File: src/rtl/pipe_ctrl.sv
// rtl/pipe_ctrl.sv - Y86-64 pipeline stall/bubble control with memory-wait freeze and sticky halt
module pipe_ctrl #(
    parameter int MAX_WAIT = 16,
    parameter int CNT_W    = 16
) (
    input  logic             clk,
    input  logic             rst,
    input  logic [3:0]       D_icode,
    input  logic [3:0]       d_srcA,
    input  logic [3:0]       d_srcB,
    input  logic [3:0]       E_icode,
    input  logic [3:0]       E_dstM,
    input  logic             e_cnd,
    input  logic [3:0]       M_icode,
    input  logic [3:0]       m_stat,
    input  logic [3:0]       W_stat,
    input  logic             mem_ready,
    output logic             F_stall,
    output logic             D_stall,
    output logic             E_stall,
    output logic             M_stall,
    output logic             D_bubble,
    output logic             E_bubble,
    output logic             M_bubble,
    output logic             W_bubble,
    output logic             halted,
    output logic [1:0]       halt_reason,
    output logic [CNT_W-1:0] stall_cnt
);
    localparam int WC_W = $clog2(MAX_WAIT) + 1;
    localparam logic [3:0] I_RMMOVQ = 4'h4, I_MRMOVQ = 4'h5, I_JXX = 4'h7, I_CALL = 4'h8;
    localparam logic [3:0] I_RET = 4'h9, I_PUSHQ = 4'hA, I_POPQ = 4'hB, R_NONE = 4'hF;
    localparam logic [3:0] S_AOK = 4'h1, S_HLT = 4'h2, S_ADR = 4'h3, S_INS = 4'h4;

    typedef enum logic [1:0] {ST_RUN, ST_WAIT, ST_HALTED} state_t;

    state_t          state, state_nx;
    logic [WC_W-1:0] wait_cnt, wait_cnt_nx;
    logic [1:0]      reason_nx;
    logic            load_use, ret_in, mispred, exc, mem_busy, m_mem_op;

    assign load_use = (E_icode == I_MRMOVQ || E_icode == I_POPQ) && E_dstM != R_NONE &&
                      (E_dstM == d_srcA || E_dstM == d_srcB);
    assign ret_in   = D_icode == I_RET || E_icode == I_RET || M_icode == I_RET;
    assign mispred  = E_icode == I_JXX && !e_cnd;
    assign exc      = m_stat != S_AOK || W_stat != S_AOK;
    assign m_mem_op = M_icode inside {I_RMMOVQ, I_MRMOVQ, I_CALL, I_RET, I_PUSHQ, I_POPQ};
    assign mem_busy = m_mem_op && m_stat == S_AOK && !mem_ready;
    assign halted   = state == ST_HALTED;

    always_comb begin
        F_stall     = 1'b0;
        D_stall     = 1'b0;
        E_stall     = 1'b0;
        M_stall     = 1'b0;
        D_bubble    = 1'b0;
        E_bubble    = 1'b0;
        M_bubble    = 1'b0;
        W_bubble    = 1'b0;
        state_nx    = state;
        wait_cnt_nx = wait_cnt;
        reason_nx   = halt_reason;

        if (rst) begin
            D_bubble = 1'b1;
            E_bubble = 1'b1;
            M_bubble = 1'b1;
            W_bubble = 1'b1;
        end else if (state == ST_HALTED) begin
            F_stall = 1'b1;
            D_stall = 1'b1;
            E_stall = 1'b1;
            M_stall = 1'b1;
        end else if (mem_busy) begin
            F_stall  = 1'b1;
            D_stall  = 1'b1;
            E_stall  = 1'b1;
            M_stall  = 1'b1;
            W_bubble = 1'b1;
        end else begin
            F_stall  = load_use | ret_in;
            D_stall  = load_use;
            // a stalled D register must not also be bubbled
            D_bubble = (mispred | ret_in) & !load_use;
            E_bubble = mispred | load_use;
            M_bubble = exc;
        end

        case (state)
            ST_RUN: begin
                if (mem_busy) begin
                    state_nx    = ST_WAIT;
                    wait_cnt_nx = WC_W'(1);
                end
            end
            ST_WAIT: begin
                if (!mem_busy) begin
                    state_nx    = ST_RUN;
                    wait_cnt_nx = '0;
                end else if (wait_cnt == WC_W'(MAX_WAIT - 1)) begin
                    state_nx  = ST_HALTED;
                    reason_nx = 2'd3;
                end else begin
                    wait_cnt_nx = wait_cnt + WC_W'(1);
                end
            end
            default: ;
        endcase

        // writeback status overrides a same-cycle timeout
        if (state != ST_HALTED) begin
            if (W_stat == S_HLT) begin
                state_nx  = ST_HALTED;
                reason_nx = 2'd1;
            end else if (W_stat == S_ADR || W_stat == S_INS) begin
                state_nx  = ST_HALTED;
                reason_nx = 2'd2;
            end
        end
    end

    always_ff @(posedge clk) begin
        if (rst) begin
            state       <= ST_RUN;
            wait_cnt    <= '0;
            halt_reason <= 2'd0;
            stall_cnt   <= '0;
        end else begin
            state       <= state_nx;
            wait_cnt    <= wait_cnt_nx;
            halt_reason <= reason_nx;
            if (F_stall && stall_cnt != {CNT_W{1'b1}})
                stall_cnt <= stall_cnt + CNT_W'(1);
        end
    end
endmodule

File: config.mk
export PLATFORM = sky130hd
export DESIGN_NAME = pipe_ctrl
export DESIGN_NICKNAME = d
export VERILOG_FILES = /design/src/rtl/pipe_ctrl.sv
export SDC_FILE = /design/constraint.sdc
export NUM_CORES = 1
export LEC_CHECK = 0
export BUFFER_PORTS_ARGS = -buffer_cell sky130_fd_sc_hd__buf_2
export CORE_MARGIN = 2
export CORE_UTILIZATION = 48
export CTS_CLUSTER_DIAMETER = 60
export DETAILED_ROUTE_END_ITERATION = 8
export PLACE_DENSITY = 0.79
export RECOVER_POWER = 25
export SETUP_SLACK_MARGIN = 0.1
export SLEW_MARGIN = 20
export SYNTH_ARGS = -nofsm -noshare
export SYNTH_HDL_FRONTEND = slang
export SYNTH_SLANG_ARGS = --single-unit
File: constraint.sdc
create_clock -name clk -period 2.9 [get_ports clk]
set_clock_uncertainty 0.05 [all_clocks]
set_input_delay 0.29 -clock clk [delete_from_list [all_inputs] [get_ports clk]]
set_output_delay 0.29 -clock clk [all_outputs]
set_load 0.05 [all_outputs]
==> flow_metrics.env <==
export IMPL_grt_pass1_vias=1379
export IMPL_synth_most_common_cell="a21oi_1"
export IMPL_worst_pin_slew_ns=0.6053
export IMPL_cp_required_ns=3.08
export IMPL_synth_compound_area_share_pct=22.23
export IMPL_critPathLaunchType="register"
export IMPL_synth_top_area_share_pct=31.65
export IMPL_comb_power_share_pct=23.9
export IMPL_diodes=0
export IMPL_total_power_uw=677.5
export IMPL_syn_avg_cell_area_um2=7.868
export IMPL_fp_row_count=20
export IMPL_ys_seq_area_share_pct=31.65
export IMPL_endpoint_kind="register"
export IMPL_finalHoldViolCount=0
export IMPL_pwr_share_clk_pct=23.0
export IMPL_swShare_pct=32.72
export IMPL_intPower_uw=455.8
export IMPL_vias_per_cell=5.460
export IMPL_postLayoutCoreUtil_pct=61.77
export IMPL_slew_viol_final=0
export IMPL_muxShareOfSynthArea_pct=2.057
export IMPL_cts_root_buf="clkbuf_4"
export IMPL_finalSetupViolCount=0
export IMPL_peakVddDrop_mv=0.2783
export IMPL_path_clk_slew_ns=0.15
export IMPL_hold_buffers=0
export IMPL_rsz0062_at_grt="false"
export IMPL_drt_iter0_markers=41
export IMPL_drc=0
export IMPL_synth_xor_area_share_pct=4.984
export IMPL_switchingPower_uw=221.7
export IMPL_cts_sinks=25
export IMPL_synth_edf_count=0
export IMPL_ys_warn_count=0
export IMPL_die_y_um=61.40
export IMPL_cts_resized=0
export IMPL_drive_above_1_share_pct=24.03
export IMPL_critPathKind="register to register"
export IMPL_cts_tree="done"
export IMPL_vias=1649
export IMPL_fin_crit_sh_pct=79.51
export IMPL_cts_max_path_buffers=2
export IMPL_p_seq_share_pct=53.1
export IMPL_synth_flop_cell="dfxtp_1"
export IMPL_synthAdderAreaFrac_pct=2.373
export IMPL_routabilityCongestion=0.7406
export IMPL_min_path_type="input port to register"
export IMPL_first_pass_iters=4
export IMPL_status="completed"
export IMPL_yosysTopAreaCell="dfxtp_1"
export IMPL_slew_headroom_pct=59.65
export IMPL_mappedNetlistArea_um2=1582
export IMPL_io_pins=63
export IMPL_grt_max_degree=34
export IMPL_dpl_hpwl_um=2717
export IMPL_synth_area_leaders="dfxtp_1, a21oi_1, nor2_1"
export IMPL_synth_top_family_by_area="simple AND/OR/NAND/NOR gates"
export IMPL_crit_arrival_ns=2.48
export IMPL_port_buffer_count=62
export IMPL_routedWlPerCell_um=12.00
export IMPL_path_max_fanout=24
export IMPL_cts_buffers_inserted=3
export IMPL_setup_tns_ns=0
export IMPL_drtAntennaViolNets=0
export IMPL_drv_cap=0
export IMPL_synthCells=201
export IMPL_syn_to_final_growth_pct=21.20
export IMPL_dieArea_um2=3770
export IMPL_core_area_um2=3103
export IMPL_die_x_um=61.40
export IMPL_power_density_nw_per_um2=353.4
export IMPL_antenna_found_initial=0
export IMPL_yosys_area_share_simple_pct=31.41
export IMPL_htreeDepth=1
export IMPL_ys_async_sr_fraction_pct=0
export IMPL_ys_types=42
export IMPL_grt_overflow_total=0
export IMPL_wl_um=3623
export IMPL_min_period_ns=2.306
export IMPL_timing_fmax_mhz=433.7
export IMPL_nNetsFinal=298
export IMPL_synth_common_cells="a21oi_1, dfxtp_1, nor2_1, nand2_1"
export IMPL_insertion_delay_ns=0.32
export IMPL_post_cts_setup_buffer_count=0
export IMPL_power_leakage_nw=0.7349
export IMPL_grt_pass1_wl_um=5575
export IMPL_whs_ns=0.2766
export IMPL_start_util_pct=50.97
export IMPL_syn_nets=240
export IMPL_grt_usage_pct=19.03
export IMPL_synth_seq_cells=25
cells in the final DEF (no fill, tap or decap), types with 2 or more instances in the layout:
cell type,synthesis,routed
a211oi_1,2,2
a21o_1,2,2
a21oi_1,28,27
a311oi_1,3,3
a31oi_1,2,2
and3_1,3,3
buf_2,1,49
clkbuf_1,5,13
clkbuf_4,0,3
dfxtp_1,25,25
ha_1,3,3
inv_1,9,9
mux2_2,2,2
nand2_1,13,13
nand2b_1,2,2
nand3_1,7,7
nand3b_1,2,2
nand4_1,4,4
nand4b_1,2,2
nor2_1,22,21
nor2b_1,3,3
nor3_1,2,2
nor3b_1,3,3
nor4_1,5,5
nor4_2,2,2
nor4bb_1,2,2
o21ai_0,8,8
o21bai_1,2,2
o31ai_1,5,5
or3_1,6,6
or4_1,5,5
xor2_1,9,9
area by class of cell:
type | count | area [um^2]
Clock buffer | 3 | 22.52
Clock inverter | 1 | 7.507
Fill cell | 313 | 1186
Inverter | 9 | 33.78
Multi-Input combinational cell | 158 | 1003
Sequential cell | 25 | 500.5
Tap cell | 44 | 55.05
Timing Repair Buffer | 62 | 294.0
kinds of logic (layout without fill, tap and decap cells):
family / Yosys count / in the layout
simple gates: 86 / 86
compound gates: 57 / 57
flops: 25 / 25
buf+inv: 18 / 75
xor+xnor: 9 / 9
fa+ha+maj: 3 / 3
mux: 3 / 3
state kept, by name, summed over array words and instances, names as in the netlist:
name,cells
halt_reason,2
wait_cnt,5
state,2
stall_cnt,16
worst max-delay path: stages (launching register included):
cell	delay, ns
dfxtp_1	0.51
nor2b_1	0.45
nor3b_1	0.16
a21bo_2	0.38
nor4_1	0.32
mux2_2	0.37
power groups by stage:
stage	sequential, mW	combinational (mW)	clock, mW
floorplan	0.382	0.101	0
global placement	0.367	0.161	0
detailed placement	0.367	0.163	0
CTS	0.360	0.163	0.165
global route	0.362	0.175	0.181
finish	0.360	0.162	0.156
final timing paths:
check                                   from  depth (start not counted)             end  slack (ns)
worst max-delay path                state[1]                          5   stall_cnt[15]        0.59
worst min-delay path               W_stat[0]                          4  halt_reason[0]        0.28
worst max register to register      state[1]                          5   stall_cnt[15]        0.59
worst min register to register  stall_cnt[8]                          2    stall_cnt[8]        0.47
per-stage QoR:
step	instances	setup slack [ns]	area [um^2]
after global placement	298	0.5706	1903
after CTS	302	0.5876	1933
after floorplan	201	0.2706	1588
after global routing	302	0.3412	1917
after detailed placement	298	0.5158	1903
final	302	0.5942	1917
layer usage:
layer | GRT usage, % | up-vias | wire [um]
met4 | 2.736 | 0 | 24
met1 | 25.36 | 744 | 1760
met2 | 32.98 | 50 | 1553
met3 | 3.571 | 2 | 285
met5 | 0 | - | 0
li1 | - | 853 | -
Note: power is estimated with default switching activity, not from simulation.
